File: config.mk
export PLATFORM = sky130hd
export DESIGN_NAME = input_conditioner
export DESIGN_NICKNAME = d
export VERILOG_FILES = /design/src/rtl/input_conditioner.sv
export SDC_FILE = /design/constraint.sdc
export NUM_CORES = 1
export LEC_CHECK = 0
export ABC_AREA = 1
export ABC_CLOCK_PERIOD_IN_PS = 2420
export CAP_MARGIN = 30
export CELL_PAD_IN_SITES_DETAIL_PLACEMENT = 1
export CELL_PAD_IN_SITES_GLOBAL_PLACEMENT = 1
export CORE_ASPECT_RATIO = 1.75
export CORE_MARGIN = 1
export CORE_UTILIZATION = 27
export CTS_CLUSTER_DIAMETER = 80
export DETAILED_ROUTE_END_ITERATION = 12
export PLACE_DENSITY = 0.59
export SYNTH_ARGS = -nofsm -noshare
export SYNTH_HDL_FRONTEND = slang
export SYNTH_SLANG_ARGS = --single-unit
File: constraint.sdc
create_clock -name CLK -period 2.42 [get_ports CLK]
set_clock_uncertainty 0.05 [all_clocks]
set_input_delay 0.484 -clock CLK [delete_from_list [all_inputs] [get_ports CLK]]
set_output_delay 0.484 -clock CLK [all_outputs]
set_load 0.05 [all_outputs]
File: src/rtl/input_conditioner.sv
// Synchronises and debounces an asynchronous button into a clean x1 level plus edge pulses.
// Optional feature macro: INPUT_CONDITIONER_SYNC3_EN selects a 3-flop synchroniser (+1 edge latency).
module input_conditioner #(
  parameter int DEBOUNCE_CYCLES = 1000000,
  parameter int CNT_W           = 20,
  parameter int ACTIVE_LOW      = 0
) (
  input  logic CLK,
  input  logic CLR,
  input  logic btn_raw,
  output logic x1,
  output logic x1_rise,
  output logic x1_fall,
  output logic busy
);

  typedef enum logic [1:0] {
    IDLE_LO = 2'd0,
    WAIT_HI = 2'd1,
    IDLE_HI = 2'd2,
    WAIT_LO = 2'd3
  } state_t;

  localparam logic [CNT_W-1:0] CNT_LAST = CNT_W'(DEBOUNCE_CYCLES - 1);
  localparam logic [CNT_W-1:0] CNT_ZERO = CNT_W'(0);
  localparam logic [CNT_W-1:0] CNT_ONE  = CNT_W'(1);
  localparam logic             POLARITY = (ACTIVE_LOW != 0) ? 1'b1 : 1'b0;

  logic             r_s;
  logic             s_s;
  logic             sy1_r;
  logic             sy2_r;
  state_t           state_r;
  state_t           state_nxt_s;
  logic [CNT_W-1:0] cnt_r;
  logic [CNT_W-1:0] cnt_nxt_s;
  logic             rise_s;
  logic             fall_s;

  assign r_s = btn_raw ^ POLARITY;

`ifdef INPUT_CONDITIONER_SYNC3_EN
  logic sy3_r;

  // Three-stage synchroniser for fast clocks.
  always_ff @(posedge CLK or posedge CLR) begin
    if (CLR) begin
      sy1_r <= 1'b0;
      sy2_r <= 1'b0;
      sy3_r <= 1'b0;
    end else begin
      sy1_r <= r_s;
      sy2_r <= sy1_r;
      sy3_r <= sy2_r;
    end
  end

  assign s_s = sy3_r;
`else
  // Two-stage synchroniser.
  always_ff @(posedge CLK or posedge CLR) begin
    if (CLR) begin
      sy1_r <= 1'b0;
      sy2_r <= 1'b0;
    end else begin
      sy1_r <= r_s;
      sy2_r <= sy1_r;
    end
  end

  assign s_s = sy2_r;
`endif

  // State and qualification counter.
  always_ff @(posedge CLK or posedge CLR) begin
    if (CLR) begin
      state_r <= IDLE_LO;
      cnt_r   <= CNT_ZERO;
    end else begin
      state_r <= state_nxt_s;
      cnt_r   <= cnt_nxt_s;
    end
  end

  // Next state: any return of s to the settled level during WAIT rejects the change.
  always_comb begin
    state_nxt_s = state_r;
    cnt_nxt_s   = cnt_r;
    rise_s      = 1'b0;
    fall_s      = 1'b0;
    case (state_r)
      IDLE_LO: begin
        cnt_nxt_s = CNT_ZERO;
        if (s_s) state_nxt_s = WAIT_HI;
        else     state_nxt_s = IDLE_LO;
      end
      WAIT_HI: begin
        if (!s_s) begin
          state_nxt_s = IDLE_LO;
          cnt_nxt_s   = CNT_ZERO;
        end else if (cnt_r >= CNT_LAST) begin
          state_nxt_s = IDLE_HI;
          cnt_nxt_s   = CNT_ZERO;
          rise_s      = 1'b1;
        end else begin
          state_nxt_s = WAIT_HI;
          cnt_nxt_s   = cnt_r + CNT_ONE;
        end
      end
      IDLE_HI: begin
        cnt_nxt_s = CNT_ZERO;
        if (!s_s) state_nxt_s = WAIT_LO;
        else      state_nxt_s = IDLE_HI;
      end
      WAIT_LO: begin
        if (s_s) begin
          state_nxt_s = IDLE_HI;
          cnt_nxt_s   = CNT_ZERO;
        end else if (cnt_r >= CNT_LAST) begin
          state_nxt_s = IDLE_LO;
          cnt_nxt_s   = CNT_ZERO;
          fall_s      = 1'b1;
        end else begin
          state_nxt_s = WAIT_LO;
          cnt_nxt_s   = cnt_r + CNT_ONE;
        end
      end
      default: begin
        state_nxt_s = IDLE_LO;
        cnt_nxt_s   = CNT_ZERO;
      end
    endcase
  end

  // Output flops load the decode of the state being entered, so they track state_r exactly.
  always_ff @(posedge CLK or posedge CLR) begin
    if (CLR) begin
      x1      <= 1'b0;
      busy    <= 1'b0;
      x1_rise <= 1'b0;
      x1_fall <= 1'b0;
    end else begin
      x1      <= (state_nxt_s == IDLE_HI) || (state_nxt_s == WAIT_LO);
      busy    <= (state_nxt_s == WAIT_HI) || (state_nxt_s == WAIT_LO);
      x1_rise <= rise_s;
      x1_fall <= fall_s;
    end
  end

endmodule

==> flow_summary_export.csv, run 1 <==
group,metric,value,unit
outcome,status,"complete, but fails checks",
outcome,violations,"DRC",
synth,yosys.cell_types.count,20,
sta,max_freq,479,MHz
clocking,ctsLongestPathBuffers,2,
critical_path,path_class,"flip-flop to output port",
critical_path,worstPathMaxFanout,6,
run,drv_cap,0,
clocking,clk_latency,0.27,ns
placed_design,placed_area,1560,um^2
die,die_h,98.8,um
global_route,grt_pass1_vias,1308,
clocking,ctsResizeCount,0,
synth,synth_cells,174,
detailed_routing,drt_first_pass_iters,8,
clocking,path_clk_slew,0.09,ns
power,p_leak,0.696,nW
clocking,numCtsBuffers,3,
critical_path,cp.arrival,1.55,ns
sta,tns,0,ns
hold_path,min_path_type,"flip-flop to flip-flop",
critical_path,required,1.89,ns
global_route,grt_pass1_wl,6110,um
final_layout,fin_nets,189,
synth,synth.net_count,178,
sta,setup_violations,0,
synth,yosysWarnings,0,
detailed_routing,num_vias,1113,
final_layout,antenna_cells,0,
critical_path,cp_cell_sequence,"clkdlybuf4s50_1",
die,io_pins,7,
die,fp.coreArea,5060,um^2
sta,drv_slew,0,
die,die-area,5660,um^2
global_route,grt_max_degree,28,
final_layout,fin_area,1610,um^2
clocking,postCtsSetupBuffers,0,
synth,avgSynthCellArea,8.31,um^2
placed_design,port_buffers,6,
placed_design,gp_congestion,0.865,
final_layout,layout-drive-gt1-share,12.5,%
clocking,holdBufCountCts,0,
clocking,clock-sinks,27,
power,max-vdd-ir-drop,0.000152,V
sta,rsz0062_at_grt,"false",
die,fp.dieW,57.3,um
detailed_routing,wl,3310,um
sta,slew_headroom,66.7,%
die,rows,34,
critical_path,crit_buf_inv,1,
global_route,grt_remaining_overflow,0,
critical_path,slowest_stage,"clkdlybuf4s50_1",
critical_path,critPathLaunchType,"flip-flop",
synth,synthesis.area,1450,um^2
synth,synth_seq_cells,27,
critical_path,crit_family,"buffers and inverters",
sta,period_minus_slack,2.09,ns
clocking,cts_tree,"built",
detailed_routing,drt_iter0_drc,37,
critical_path,endpoint_kind,"output port",
critical_path,slowest_delay,0.84,ns
detailed_routing,viasPerCell,4.68,
die,start_util,28.6,%
detailed_routing,ant_nets,0,
synth,seq_area_frac_synth,46.7,%
power,powerDensity,468,nW/um^2
clocking,cts-root-buf,"clkbuf_8",
global_route,antenna_found_initial,0,
sta,layout_worst_path_cycle_share,86.3,%
sta,max_slew.worst_pin.slew,0.498,ns
final_layout,syn2layout_area_growth,11.1,%
detailed_routing,wl_per_cell,13.9,um
detailed_routing,route.detailed.drc,6,
placed_design,hpwl,2740,um
sta,final-hold-violation-count,0,
global_route,track_usage,14.3,%
clocking,htree_levels,1,
-- cell usage after synthesis, drive strengths merged --
cell | count | area [um^2]
nor2 | 47 | 231
xnor2 | 5 | 43.8
xor2 | 9 | 78.8
nand3 | 13 | 65.1
buf | 1 | 20.0
nor3 | 4 | 25.0
a21o | 1 | 7.51
o21ai | 1 | 16.3
dfrtp | 27 | 676
nand4 | 3 | 18.8
a21oi | 2 | 10.0
nand2 | 39 | 159
nand3b | 1 | 7.51
inv | 20 | 75.1
ha | 1 | 12.5
-- routing by layer --
layer | part of all wire [%] | wire [um] | track usage (%) | vias up
met2 | 61 | 2030 | 28.4 | 14
met1 | 35 | 1160 | 14.3 | 542
li1 | - | - | - | 551
met3 | 1.7 | 56 | 1.97 | 6
met5 | 0 | 0 | 0 | -
met4 | 2.0 | 65 | 5.25 | 0
-- through the flow --
step	util (%)	power (W)	instances	setup slack (ns)	hold slack, ns
6_report	31.7	0.000752	238	0.332	0.310
3_3_place_gp	30.8	0.000504	234	0.628	0.293
2_1_floorplan	-	0.000495	174	0.786	0.281
4_1_cts	31.7	0.000765	238	0.322	0.313
5_1_grt	31.7	0.000787	238	0.269	0.327
3_5_place_dp	30.8	0.000505	234	0.536	0.290
-- cells by family (layout without fill, tap and decap cells) --
logic type               after synthesis  count (layout)  synth area share, %
AND/OR/NAND/NOR                      107             107                 35.0
flip-flops                            27              27                 46.7
buffers and inverters                 21              31                 6.57
XOR/XNOR                              14              14                 8.48
AO/OA/AOI/OAI                          4               4                 2.34
adder cells (fa/ha/maj)                1               1                0.865
-- power by group --
group          switching, W  total [W]  internal (W)
clock              0.000140   0.000258      0.000118
combinational     0.0000242  0.0000339    0.00000977
sequential       0.00000537   0.000460      0.000455
-- final timing paths --
path	startpoint	to	slack, ns	cells past startpoint
hold reg to reg	sy1_r	s_s	0.31	0
setup reg to reg	cnt_r[0]	cnt_r[18]	0.56	8
max in group asynchronous	CLR	cnt_r[0]	1.54	3
hold / removal	sy1_r	s_s	0.31	0
setup / recovery	busy	busy	0.33	1
min in group asynchronous	CLR	s_s	0.52	3
-- area by class of cell --
cell class | instances | area [um^2]
clock buffer | 4 | 45.0
multi-input combinational | 126 | 676
inverter | 20 | 75.1
timing repair buffer | 7 | 67.6
tap | 54 | 67.6
sequential | 27 | 676
fill | 616 | 3460
-- cell usage in the layout, fill, tap and decap left out, types with 3 or more instances in the layout --
| master | instances |
|---|---|
| xnor2_1 | 5 |
| xor2_1 | 9 |
| inv_1 | 20 |
| nand4_1 | 3 |
| dfrtp_1 | 27 |
| nor3_1 | 3 |
| nor2_2 | 10 |
| nor2_4 | 4 |
| clkbuf_8 | 3 |
| nand3_1 | 13 |
| nor2_1 | 33 |
| clkdlybuf4s50_1 | 6 |
| nand2_1 | 36 |
-- registers in the layout, indices dropped and copies added (netlist names) --
signal   flops
state_r      1
s_s          1
cnt_r       20
sy1_r        1
x1           1
x1_fall      1
busy         1
x1_rise      1
(Power assumes the default switching activity.)
==> inputs of run 2 (changes only) <==
Settings changed: CTS_BUF_LIST from default to sky130_fd_sc_hd__clkbuf_16.
==> run 2 against run 1 <==
Effect of this change: the flow still finishes with violations (DRC); routed wire length increased by 0.72%; maximum frequency increased by 0.94%; critical endpoint unchanged; die area is the same; highest routed layer unchanged; sequential share of layout area decreased by 0.87 points; setup slack better by 0.020 ns.
==> flow_summary_export.csv, run 2 (synthesis gave the netlist of run 1 again) <==
group,metric,value,unit
global_route,grt_max_degree,28,
sta,tns,0,ns
placed_design,gp_congestion,0.865,
critical_path,cp_cell_sequence,"clkdlybuf4s50_1",
final_layout,ff_latch_area,676,um^2
power,comb_power_share,3.9,%
clocking,cts_tree,"built",
power,powerDensity,528,nW/um^2
sta,rsz0062_at_grt,"false",
final_layout,regMostFlops,"cnt_r",
critical_path,slowest_stage,"clkdlybuf4s50_1",
critical_path,path_class,"flip-flop to output port",
placed_design,hpwl,2740,um
global_route,grt_util_met2,28.4,%
hold_path,min_to,"s_s",
final_layout,fill_cells,607,
die,start_util,28.6,%
detailed_routing,route.detailed.drc,6,
sta,max_slew.worst_pin.slew,0.498,ns
global_route,track_usage,14.2,%
sta,setup_violations,0,
hold_path,min_path_type,"flip-flop to flip-flop",
placed_design,place_ws,0.536,ns
global_route,use_met3,1.57,%
power,pwr-share-seq,53.2,%
critical_path,r2r-start,"cnt_r[0]",
critical_path,reg2reg_depth,8,
power,pwr-share-clk,42.9,%
final_layout,final_common_cell,"nand2_1",
final_layout,fin_cells,238,
power,finalPower,0.000866,W
power,p_sw,0.000179,W
detailed_routing,wl,3340,um
critical_path,crit_buf_inv,1,
sta,drv_slew,0,
sta,period_minus_slack,2.07,ns
clocking,clock-sinks,27,
critical_path,required,1.89,ns
sta,max_freq,483,MHz
global_route,antenna_found_initial,0,
final_layout,mostFrequentLayoutCells,"nand2_1 (36), nor2_1 (33), dfrtp_1 (27)",
critical_path,crit_family,"buffers and inverters",
final_layout,antenna_cells,0,
global_route,grt_pass1_wl,6130,um
power,p_sw_share,20.7,%
critical_path,critPathLaunchType,"flip-flop",
clocking,path_clk_slew,0.07,ns
global_route,use_met1,14.2,%
placed_design,port_buffers,6,
critical_path,endpoint_kind,"output port",
clocking,numCtsBuffers,3,
clocking,postCtsSetupBuffers,0,
power,p_int,0.000686,W
die,rows,34,
clocking,ctsLongestPathBuffers,2,
critical_path,slowest_delay,0.84,ns
sta,slew_headroom,66.7,%
die,die-area,5660,um^2
hold_path,holdPathStages,0,
clocking,ctsResizeCount,0,
die,die_h,98.8,um
power,max-vdd-ir-drop,0.000239,V
global_route,grt_pass1_vias,1301,
outcome,status,"complete, but fails checks",
clocking,holdBufCountCts,0,
power,p_leak,0.715,nW
clocking,cts-root-buf,"clkbuf_16",
final_layout,syn2layout_area_growth,13.4,%
placed_design,placedCellCount,234,
die,fp.dieW,57.3,um
die,fp.coreArea,5060,um^2
detailed_routing,viasPerCell,4.66,
global_route,grt_remaining_overflow,0,
sta,worst_slack,0.351,ns
detailed_routing,drt_iter0_drc,36,
outcome,violations,"DRC",
global_route,grt_busiest_layer,"met2",
detailed_routing,wl_per_cell,14.0,um
final_layout,fin_nets,189,
sta,final-hold-violation-count,0,
hold_path,hp-start,"sy1_r",
sta,layout_worst_path_cycle_share,85.5,%
final_layout,layout-drive-gt1-share,12.5,%
critical_path,r2r-end,"cnt_r[18]",
run,drv_cap,0,
final_layout,largest_reg_flops,20,
die,io_pins,7,
detailed_routing,drt_first_pass_iters,8,
detailed_routing,ant_nets,0,
final_layout,multiInputGateArea,676,um^2
clocking,htree_levels,1,
detailed_routing,num_vias,1108,
critical_path,cp.arrival,1.53,ns
critical_path,rrSetupSlack,0.57,ns
clocking,clk_latency,0.26,ns
critical_path,worstPathMaxFanout,6,
run 2: cell types whose count changed in the layout (fill, tap and decap cells not counted), sizes merged:
cell | before | now
clkbuf | 4 | 3
inv | 20 | 21
run 2: per-layer routing:
| metal | up-vias | part of all wire [%] |
|---|---|---|
| li1 | 551 | - |
| met1 | 539 | 36 |
| met2 | 12 | 61 |
| met3 | 6 | 1.4 |
| met4 | 0 | 2.0 |
| met5 | - | 0 |
run 2: worst max path at each step:
stage	start	cells past startpoint	slack, ns	to
2_1_floorplan	cnt_r[0]	9	0.79	cnt_r[2]
3_3_place_gp	cnt_r[0]	8	0.63	cnt_r[18]
3_5_place_dp	cnt_r[0]	8	0.54	cnt_r[18]
4_1_cts	busy	1	0.35	busy
5_1_grt	busy	1	0.30	busy
6_report	busy	1	0.35	busy
run 2: cell type report:
| cell class | count | area share (%) |
|---|---|---|
| Sequential cell | 27 | 41.2 |
| Tap cell | 54 | 4.12 |
| Clock inverter | 1 | 0.229 |
| Clock buffer | 3 | 4.58 |
| Inverter | 20 | 4.58 |
| Timing Repair Buffer | 7 | 4.12 |
| Multi-Input combinational cell | 126 | 41.2 |
run 2: power groups by stage:
stage,combinational [W],clock [W],sequential (W)
final,0.0000340,0.000371,0.000461
after detailed placement,0.0000357,0,0.000469
after floorplan,0.0000236,0,0.000471
after CTS,0.0000357,0.000383,0.000461
after global routing,0.0000387,0.000401,0.000461
after global placement,0.0000347,0,0.000469
run 2: metrics by stage:
step	util, %	cell area, um^2	hold WS, ns
3_3_place_gp	30.8	1560	0.293
6_report	32.4	1640	0.304
3_5_place_dp	30.8	1560	0.290
2_1_floorplan	-	1450	0.281
5_1_grt	32.4	1640	0.319
4_1_cts	32.4	1640	0.306
